## src/rtl/img_rsz_blk_comp_arb_pkg.sv

```systemverilog
// Shared image-resizer package: frame/block geometry defaults, index-width helper,
// and the enums used by the Compute-stage block arbiter.
package img_rsz_blk_comp_arb_pkg;

  localparam int unsigned RSZ_IMG_WIDTH_SIZE  = 64;
  localparam int unsigned RSZ_IMG_HEIGHT_SIZE = 64;
  localparam int unsigned RSZ_BLK_SIZE        = 8;

  localparam int unsigned BLK_X_NUM_DEF = RSZ_IMG_WIDTH_SIZE / RSZ_BLK_SIZE;
  localparam int unsigned BLK_Y_NUM_DEF = RSZ_IMG_HEIGHT_SIZE / RSZ_BLK_SIZE;

  // Index width for a range of n values, never narrower than one bit.
  function automatic int unsigned idx_w(input int unsigned n);
    return (n <= 1) ? 1 : $clog2(n);
  endfunction

  localparam int unsigned X_IDX_W_DEF = idx_w(BLK_X_NUM_DEF);
  localparam int unsigned Y_IDX_W_DEF = idx_w(BLK_Y_NUM_DEF);
  localparam int unsigned CNT_W_DEF   = $clog2(BLK_X_NUM_DEF * BLK_Y_NUM_DEF + 1);

  typedef enum logic {
    ARB_FIXED = 1'b0,
    ARB_RR    = 1'b1
  } arb_mode_e;

  typedef enum logic {
    ST_EMPTY = 1'b0,
    ST_HOLD  = 1'b1
  } arb_state_e;

endpackage

```

## src/rtl/img_rsz_blk_comp_arb_rr_pick.sv

```systemverilog
// img_rsz_rr_pick: priority picker over a linear eligibility vector. Searches upward
// from i_start, wrapping past TOTAL-1 to 0, and returns the first set position.
//   i_elig  : eligibility, bit L = linear block index L
//   i_start : first position searched (must be < TOTAL)
//   o_found : any bit of i_elig set
//   o_l     : picked linear index (0 when nothing found)
module img_rsz_rr_pick #(
  parameter int unsigned TOTAL = 64,
  parameter int unsigned L_W   = 6
) (
  input  logic [TOTAL-1:0] i_elig,
  input  logic [L_W-1:0]   i_start,
  output logic             o_found,
  output logic [L_W-1:0]   o_l
);

  int unsigned      v_idx;
  logic [TOTAL-1:0] v_bits;

  always_comb begin
    o_found = 1'b0;
    o_l     = '0;
    v_idx   = 0;
    v_bits  = '0;
    for (int unsigned k = 0; k < TOTAL; k++) begin
      v_idx = 32'(i_start) + k;
      if (v_idx >= TOTAL) v_idx = v_idx - TOTAL;
      v_bits = i_elig >> v_idx;
      if (!o_found && v_bits[0]) begin
        o_found = 1'b1;
        o_l     = L_W'(v_idx);
      end
    end
  end

endmodule

```

## src/rtl/img_rsz_blk_comp_arb.sv

```systemverilog
// img_rsz_blk_comp_arb: picks one block whose accumulator is complete and offers its
// (x,y) index to Compute on a registered valid/ready channel; on acceptance pulses a
// one-hot flush back to the block buffer and counts blocks per frame.
//   i_clk, i_rst_n (async, active low), i_flush (synchronous frame restart)
//   i_blk_is_enough  : per-block completion flags, one packed row per y
//   o_comp_blk_x/y_msk, o_comp_blk_en : one-hot flush of the accepted block
//   o_comp_blk_x/y_idx, o_comp_blk_vld, i_comp_blk_rdy : Compute channel
//   o_blk_cnt, o_frame_done : accepted-block count and end-of-frame pulse
module img_rsz_blk_comp_arb
  import img_rsz_blk_comp_arb_pkg::*;
#(
  parameter int unsigned BLK_X_NUM = BLK_X_NUM_DEF,
  parameter int unsigned BLK_Y_NUM = BLK_Y_NUM_DEF,
  parameter arb_mode_e   ARB_MODE  = ARB_FIXED
) (
  input  logic                                       i_clk,
  input  logic                                       i_rst_n,
  input  logic                                       i_flush,
  input  logic [BLK_Y_NUM-1:0][BLK_X_NUM-1:0]        i_blk_is_enough,
  output logic [BLK_X_NUM-1:0]                       o_comp_blk_x_msk,
  output logic [BLK_Y_NUM-1:0]                       o_comp_blk_y_msk,
  output logic                                       o_comp_blk_en,
  output logic [idx_w(BLK_X_NUM)-1:0]                o_comp_blk_x_idx,
  output logic [idx_w(BLK_Y_NUM)-1:0]                o_comp_blk_y_idx,
  output logic                                       o_comp_blk_vld,
  input  logic                                       i_comp_blk_rdy,
  output logic [$clog2(BLK_X_NUM*BLK_Y_NUM+1)-1:0]   o_blk_cnt,
  output logic                                       o_frame_done
);

  localparam int unsigned TOTAL   = BLK_X_NUM * BLK_Y_NUM;
  localparam int unsigned X_IDX_W = idx_w(BLK_X_NUM);
  localparam int unsigned Y_IDX_W = idx_w(BLK_Y_NUM);
  localparam int unsigned L_W     = idx_w(TOTAL);
  localparam int unsigned CNT_W   = $clog2(TOTAL + 1);

  arb_state_e         r_state;
  logic [L_W-1:0]     r_l;
  logic [X_IDX_W-1:0] r_x;
  logic [Y_IDX_W-1:0] r_y;
  logic [L_W-1:0]     r_lptr;
  logic [CNT_W-1:0]   r_cnt;

  arb_state_e         w_state_nxt;
  logic               w_load;
  logic               w_vld;
  logic               w_hs;
  logic               w_last;
  logic [TOTAL-1:0]   w_flat;
  logic [TOTAL-1:0]   w_held_oh;
  logic [TOTAL-1:0]   w_elig;
  logic [L_W-1:0]     w_ptr;
  logic [L_W-1:0]     w_start;
  logic [L_W-1:0]     w_pick_start;
  logic               w_found;
  logic [L_W-1:0]     w_pick_l;
  logic [X_IDX_W-1:0] w_pick_x;
  logic [Y_IDX_W-1:0] w_pick_y;

  // Row-major packing makes bit L of the flat vector block (L % X, L / X).
  assign w_flat    = i_blk_is_enough;
  assign w_vld     = (r_state == ST_HOLD);
  assign w_hs      = w_vld & i_comp_blk_rdy;
  assign w_last    = (r_cnt == CNT_W'(TOTAL - 1));
  // The held block stays excluded even though its flag clears only at the accept edge.
  assign w_held_oh = w_vld ? (TOTAL'(1) << r_l) : '0;
  assign w_elig    = w_flat & ~w_held_oh;

  // On a handshake the pointer advances past the block being accepted this cycle.
  assign w_ptr        = w_hs ? r_l : r_lptr;
  assign w_start      = (w_ptr == L_W'(TOTAL - 1)) ? '0 : w_ptr + 1'b1;
  assign w_pick_start = (ARB_MODE == ARB_RR) ? w_start : '0;

  img_rsz_rr_pick #(
    .TOTAL (TOTAL),
    .L_W   (L_W)
  ) u_pick (
    .i_elig  (w_elig),
    .i_start (w_pick_start),
    .o_found (w_found),
    .o_l     (w_pick_l)
  );

  assign w_pick_x = X_IDX_W'(32'(w_pick_l) % BLK_X_NUM);
  assign w_pick_y = Y_IDX_W'(32'(w_pick_l) / BLK_X_NUM);

  always_comb begin
    w_state_nxt = r_state;
    w_load      = 1'b0;
    unique case (r_state)
      ST_EMPTY: begin
        if (w_found) begin
          w_load      = 1'b1;
          w_state_nxt = ST_HOLD;
        end
      end
      ST_HOLD: begin
        if (w_hs) begin
          if (w_found) w_load      = 1'b1;
          else         w_state_nxt = ST_EMPTY;
        end
      end
      default: w_state_nxt = ST_EMPTY;
    endcase
    if (i_flush) begin
      w_state_nxt = ST_EMPTY;
      w_load      = 1'b0;
    end
  end

  always_ff @(posedge i_clk or negedge i_rst_n) begin
    if (!i_rst_n) begin
      r_state <= ST_EMPTY;
      r_l     <= '0;
      r_x     <= '0;
      r_y     <= '0;
      r_lptr  <= L_W'(TOTAL - 1);
      r_cnt   <= '0;
    end else begin
      r_state <= w_state_nxt;
      if (w_load) begin
        r_l <= w_pick_l;
        r_x <= w_pick_x;
        r_y <= w_pick_y;
      end
      if (i_flush)   r_lptr <= L_W'(TOTAL - 1);
      else if (w_hs) r_lptr <= r_l;
      if (i_flush)   r_cnt <= '0;
      else if (w_hs) r_cnt <= w_last ? '0 : r_cnt + 1'b1;
    end
  end

  assign o_comp_blk_vld   = w_vld;
  assign o_comp_blk_x_idx = r_x;
  assign o_comp_blk_y_idx = r_y;
  assign o_comp_blk_en    = w_hs;
  assign o_comp_blk_x_msk = w_hs ? (BLK_X_NUM'(1) << r_x) : '0;
  assign o_comp_blk_y_msk = w_hs ? (BLK_Y_NUM'(1) << r_y) : '0;
  assign o_blk_cnt        = r_cnt;
  assign o_frame_done     = w_hs & w_last & ~i_flush;

endmodule

```

## config.mk

```make
export PLATFORM = sky130hd
export DESIGN_NAME = img_rsz_blk_comp_arb
export DESIGN_NICKNAME = d
export VERILOG_FILES = /design/src/rtl/img_rsz_blk_comp_arb_pkg.sv /design/src/rtl/img_rsz_blk_comp_arb_rr_pick.sv /design/src/rtl/img_rsz_blk_comp_arb.sv
export SDC_FILE = /design/constraint.sdc
export NUM_CORES = 1
export LEC_CHECK = 0
export BUFFER_PORTS_ARGS = -buffer_cell sky130_fd_sc_hd__buf_2
export CAP_MARGIN = 40
export CORE_ASPECT_RATIO = 0.8
export CORE_MARGIN = 1
export CORE_UTILIZATION = 51
export DETAILED_ROUTE_END_ITERATION = 16
export MAX_ROUTING_LAYER = met4
export PLACE_DENSITY = 0.84
export SYNTH_ARGS = -nofsm -noshare
export SYNTH_HDL_FRONTEND = slang
export SYNTH_SLANG_ARGS = --single-unit
export TNS_END_PERCENT = 5
```

## constraint.sdc

```tcl
create_clock -name i_clk -period 6.67 [get_ports i_clk]
set_input_delay 0.3335 -clock i_clk [delete_from_list [all_inputs] [get_ports i_clk]]
set_output_delay 0.3335 -clock i_clk [all_outputs]
set_load 0.01 [all_outputs]
```

==> flow_summary.json, run 1 <==
{
  "netlist.area_leader.share_pct": 17.3,
  "drt_wl_total_mm": 7.08,
  "r2r-start": "r_l[5]",
  "dp_cells": 447,
  "gp_congestion": 1.09,
  "cp_slowest_cell": "or4b_1",
  "tns_ns": 0,
  "boundaryPins": 100,
  "post_drt_wl_per_cell_um": 15.7,
  "max-cap-violations": 0,
  "dominantRegCellSynth": "dfrtp_1",
  "cp.arrival_ns": 3.43,
  "synth_edf_count": 0,
  "die_w_um": 72.4,
  "fin_skew_ns": 0.000724,
  "clock_power_share_pct": 23.4,
  "synthToLayoutAreaGrowth_pct": 26.8,
  "cts_tree": "done",
  "layout_common_cells": "buf_2, o21ai_0, nand2_1",
  "min_path_type": "input port to flop",
  "holdCritStartpoint": "i_flush",
  "p_int_uw": 178,
  "syn-instance-count": 309,
  "core_area_mm2": 0.00380,
  "track_usage_pct": 34.0,
  "detail-route-antenna-nets": 0,
  "p_comb_share_pct": 41.6,
  "final_max_slew_viol_count": 0,
  "initial_core_util_pct": 53.1,
  "synthesis.area_mm2": 0.00202,
  "grt_max_degree": 20,
  "synth.area.top_cells": "dfrtp_1, o21ai_0, o21ai_1",
  "clockBufferDepth": 2,
  "ys_types": 54,
  "fmax_ghz": 0.308,
  "dr_total_vias": 2802,
  "crit_start": "r_l[5]",
  "cts_root_buf": "clkbuf_8",
  "drc": 0,
  "die_height_um": 58.3,
  "rows": 20,
  "ir_worst_vdd_uv": 90.0,
  "dp.final_hpwl_mm": 5.52,
  "switching_power_uw": 118,
  "seqPwrFrac_pct": 35.0,
  "htree_levels": 1,
  "io_buffers": 99,
  "placed_area_mm2": 0.00251,
  "crit_chain": "or4b_1 > o21ai_1 > nand4_1 > nor4_4 > nand4_2 > o31ai_1 > nand2b_1 > o32a_2",
  "hold-worst-slack_ns": 0.393,
  "syn_area_per_cell_um2": 6.54,
  "worst_ep_required_time_ns": 6.86,
  "crit_type": "flop to flop",
  "p_sw_share_pct": 39.9,
  "powerDensity_mw_per_mm2": 116,
  "finalSetupViolCount": 0,
  "crit_path_end_kind": "flop",
  "outcome": "completed",
  "rsz0062_at_grt": "false",
  "overflow": 0,
  "final_area_mm2": 0.00256,
  "cts_buffers": 3,
  "total_power_uw": 296,
  "cts.sink_count": 14,
  "layout_commonest_cell": "buf_2",
  "period_minus_slack_ns": 3.24,
  "grt_antenna_before_repair": 0,
  "ctsResizeCount": 0,
  "synth_largest_area_cell": "dfrtp_1",
  "slew_headroom_pct": 60.5,
  "cpPeakStageDelay_ns": 0.76,
  "min_period_over_period_pct": 48.6,
  "tightest_slew_ns": 0.587,
  "hold_buffers": 1,
  "die_area_mm2": 0.00422,
  "drtIter0Drc": 255,
  "syn-num-nets": 378,
  "ys_seq_area_share_pct": 17.3,
  "synth-seq-cells": 14,
  "vias_per_cell": 6.21,
  "critical_path.max_fanout": 15,
  "grt_pass1_wl_mm": 10.8,
  "hold_viol": 0,
  "async_flop_share_pct": 100,
  "firstDrtPassIters": 5,
  "layout-drive-gt1-share_pct": 27.0,
  "diodes": 0,
  "nNetsFinal": 467,
  "clkLatencyLatePin_ns": 0.25,
  "grt_pass1_vias": 2228,
  "cellLeakagePower_nw": 1.12,
  "cts_setup_buffers": 0,
  "clk_transition_reported_paths_ns": 0.05,
  "yosysWarnings": 0,
  "worstSetupStartpointType": "flop",
  "final_cells": 451
}
-- synthesized netlist by cell type (all sizes together), types with 4 or more instances --
master,n
nor3,12
a21oi,13
nand3,11
nand2,34
inv,9
o22ai,4
nand2b,11
clkbuf,6
nand4b,5
dfrtp,14
o21ai,71
buf,10
nor2,27
nor4,5
nand4,17
o32a,5
a31oi,6
-- sequential cells by signal (all words and copies together), names as in the netlist --
name / flops
o_blk_cnt: 7
o_comp_blk_vld: 1
r_l: 6
-- cells by family (layout without fill, tap and decap cells) --
| kind of cell | count (synthesis) | in the layout | share of synthesized area (%) |
|---|---|---|---|
| and+or+nand+nor | 142 | 142 | 38.7 |
| adders and majority gates | 1 | 1 | 0.619 |
| buffers and inverters | 25 | 112 | 5.33 |
| DFF | 14 | 14 | 17.3 |
| AOI/OAI and AO/OA | 124 | 124 | 36.7 |
| xor gates and xnor gates | 3 | 3 | 1.30 |
-- stage by stage --
stage          worst slack [ns]  utilization, %
2_1_floorplan              3.94               -
3_3_place_gp               3.52            66.0
4_1_cts                    3.46            67.3
5_1_grt                    3.21            67.3
6_report                   3.43            67.3
3_5_place_dp               3.48            66.0
-- cell type report --
type / instances / area (um2)
inverter: 9 / 33.8
fill: 358 / 1240
multi-input combinational: 270 / 1560
tap: 55 / 68.8
clock buffer: 3 / 41.3
timing repair buffer: 100 / 505
sequential: 14 / 350
-- final timing paths --
path | to | slack [ns] | depth (start not counted)
setup / recovery | r_l[4] | 3.43 | 8
hold / removal | o_blk_cnt[5] | 0.39 | 2
setup reg to reg | r_l[4] | 3.43 | 8
hold reg to reg | o_blk_cnt[5] | 0.54 | 1
max in group asynchronous | o_blk_cnt[5] | 5.91 | 2
min in group asynchronous | o_blk_cnt[1] | 0.52 | 2
-- layer usage --
layer,share of wire [%],up-vias,GRT usage [%]
met1,49,1307,50.5
met2,44,132,49.9
met5,0,-,-
met4,0.78,0,7.56
li1,-,1354,-
met3,6.2,9,2.61
-- power groups by stage --
stage,Combinational [mW],Sequential (mW),Clock (mW)
2_1_floorplan,0.0809,0.0980,0
3_3_place_gp,0.119,0.104,0
6_report,0.123,0.104,0.0694
3_5_place_dp,0.120,0.105,0
5_1_grt,0.134,0.105,0.0748
4_1_cts,0.121,0.103,0.0706
-- worst max-delay path, delay by kind of cell, from the launching register on --
family | cells | cell delay, ns
flip-flops | 1 | 0.52
AO/OA/AOI/OAI | 3 | 0.76
AND/OR/NAND/NOR | 5 | 1.90
No activity file was read; power rests on OpenSTA's default activity.
==> run 2: changes to the inputs <==
--- a/config.mk
+++ b/config.mk
@@ -9,10 +9,10 @@
 export CAP_MARGIN = 40
 export CORE_ASPECT_RATIO = 0.8
 export CORE_MARGIN = 1
-export CORE_UTILIZATION = 51
+export CORE_UTILIZATION = 42
 export DETAILED_ROUTE_END_ITERATION = 16
 export MAX_ROUTING_LAYER = met4
-export PLACE_DENSITY = 0.84
+export PLACE_DENSITY = 0.73
 export SYNTH_ARGS = -nofsm -noshare
 export SYNTH_HDL_FRONTEND = slang
 export SYNTH_SLANG_ARGS = --single-unit
==> constraint.sdc (replaced) <==
create_clock -name i_clk -period 2.67 [get_ports i_clk]
set_input_delay 0.1335 -clock i_clk [delete_from_list [all_inputs] [get_ports i_clk]]
set_output_delay 0.1335 -clock i_clk [all_outputs]
set_load 0.01 [all_outputs]
==> run 2 against run 1 <==
The run now ends with negative setup slack left. Utilization is 11 points higher. Critical path depth grew 4. Die area up 21%. First-iteration DRC count grew 42%. Wire length up 43%. Count of clock-buffer cells in the layout increased by 1. Clock skew rose by 0.0039 ns. Sequential power grew 130%. Critical path type unchanged. Critical endpoint is now r_l[1]. Largest cell class unchanged. Largest power group unchanged.
==> flow_summary.json, run 2 (synthesis gave the netlist of run 1 again) <==
{
  "outcome": "finished, violations left",
  "violations": "negative setup slack",
  "drtIter0Drc": 361,
  "seqPwrFrac_pct": 23.9,
  "worst_ep_required_time_ns": 2.85,
  "slew_headroom_pct": 59.5,
  "layout_common_cells": "buf_2, buf_4, o21ai_0",
  "gp_congestion": 0.980,
  "p_int_uw": 621,
  "synthToLayoutAreaGrowth_pct": 77.4,
  "cts.sink_count": 14,
  "holdCritStartpoint": "i_flush",
  "die_area_mm2": 0.00509,
  "drc": 0,
  "fill_cells": 319,
  "vias_per_cell": 6.33,
  "track_usage_pct": 37.8,
  "clock_power_share_pct": 20.3,
  "final_max_slew_viol_count": 0,
  "cp.arrival_ns": 3.03,
  "initial_core_util_pct": 43.9,
  "post_drt_wl_per_cell_um": 18.3,
  "min_period_over_period_pct": 107,
  "rows": 22,
  "dr_total_vias": 3513,
  "finalSetupViolCount": 6,
  "powerDensity_mw_per_mm2": 283,
  "min_delay_path_depth": 2,
  "crit_path_end_kind": "flop",
  "io_buffers": 99,
  "largest_reg_flops": 7,
  "nNetsFinal": 565,
  "crit_type": "flop to flop",
  "boundaryPins": 100,
  "worstSetupStartpointType": "flop",
  "post-route-util_pct": 78.0,
  "r2r_slack_ns": -0.18,
  "grt_max_degree": 20,
  "drt_wl_total_mm": 10.1,
  "layout-drive-gt1-share_pct": 50.3,
  "fmax_ghz": 0.351,
  "grt_pass1_vias": 3084,
  "detail-route-antenna-nets": 0,
  "clockBufferDepth": 2,
  "grt_antenna_before_repair": 0,
  "layout_commonest_cell": "buf_2",
  "reg2reg_depth": 12,
  "seq_area_um2": 353,
  "cellLeakagePower_nw": 1.66,
  "tns_ns": -0.705,
  "clkLatencyLatePin_ns": 0.25,
  "htree_levels": 1,
  "p_sw_share_pct": 38.6,
  "cts_tree": "done",
  "multi_input_area_mm2": 0.00180,
  "cts_buffers": 3,
  "overflow": 0,
  "die_w_um": 79.5,
  "r2r-start": "r_l[0]",
  "tightest_slew_ns": 0.606,
  "diodes": 0,
  "grt_pass1_wl_mm": 14.6,
  "fin_skew_ns": 0.00464,
  "cts_root_buf": "clkbuf_8",
  "firstDrtPassIters": 5,
  "r2r-end": "r_l[1]",
  "hold-worst-slack_ns": 0.196,
  "p_comb_share_pct": 55.7,
  "total_power_mw": 1.01,
  "period_minus_slack_ns": 2.85,
  "hold_viol": 0,
  "min_path_type": "input port to flop",
  "core_area_mm2": 0.00460,
  "clk_transition_reported_paths_ns": 0.06,
  "switching_power_uw": 391,
  "critical_path.max_fanout": 6,
  "setup_ws_ns": -0.177,
  "ir_worst_vdd_uv": 260,
  "max-cap-violations": 0,
  "dp.final_hpwl_mm": 6.70,
  "rsz0062_at_grt": "true",
  "holdPathEnd": "o_blk_cnt[5]",
  "die_height_um": 64.0
}
## run 2: cell types whose count changed in the layout (fill, tap and decap cells not counted), moves of 4 or more
cell / previous run / this run
buf_4: 0 / 92
o21ai_2: 0 / 14
o21ai_1: 26 / 15
o21ai_0: 45 / 39
buf_6: 0 / 4
## run 2: power by group through the flow
stage	Clock, mW	Combinational, mW	Sequential [mW]
after floorplan	0	0.203	0.245
after global placement	0	0.432	0.243
after detailed placement	0	0.436	0.245
after CTS	0.205	0.486	0.238
after global routing	0.220	0.592	0.243
final	0.206	0.564	0.242
## run 2: layer usage
layer,share of wire [%],vias to the layer above,GRT usage [%]
li1,-,1568,-
met1,39,1580,50.4
met2,43,298,55.6
met3,13,67,6.57
met4,5.2,0,16.8
met5,0,-,-
## run 2: worst max-delay path by stage
stage | startpoint | end | slack (ns) | cells after the start
floorplan | r_l[0] | r_l[4] | 0.003 | 10
global placement | r_l[2] | r_l[3] | 0.04 | 10
detailed placement | r_l[5] | r_l[5] | -0.12 | 7
CTS | r_l[0] | r_l[1] | 0.002 | 10
global route | r_l[3] | r_l[1] | -0.26 | 11
finish | r_l[0] | r_l[1] | -0.18 | 12
## run 2: through the flow
stage	worst slack (ns)	cell area, um2	instances
after floorplan	0.00318	2020	309
after global placement	0.0397	3110	530
after detailed placement	-0.116	3110	530
after CTS	0.00181	3360	547
after global routing	-0.258	3580	555
final	-0.177	3580	555
## run 2: cell type report
type	count	share of cell area [%]
inverter	9	0.943
timing repair buffer	198	35.5
clock buffer	4	1.54
tap	60	2.09
sequential	14	9.85
multi-input combinational	270	50.1
## run 2: critical path: stages, from the launching register on
cell	delay (ns)
dfrtp_2	0.45
buf_6	0.14
or3_4	0.39
buf_8	0.16
buf_4	0.13
o21ai_2	0.19
nand3_1	0.20
nor4_4	0.34
nand4_4	0.17
buf_4	0.18
a21oi_2	0.15
a41o_1	0.12
o32a_1	0.16
## run 2: repair_timing
action                                 4_1_cts  5_1_grt
buffers inserted                            12        8
pin swaps                                   11       15
gates cloned                                 0        0
hold buffers                                 1        0
resized for setup                           29       36
endpoints found under the hold margin       14        0
setup endpoints to repair                    6        7
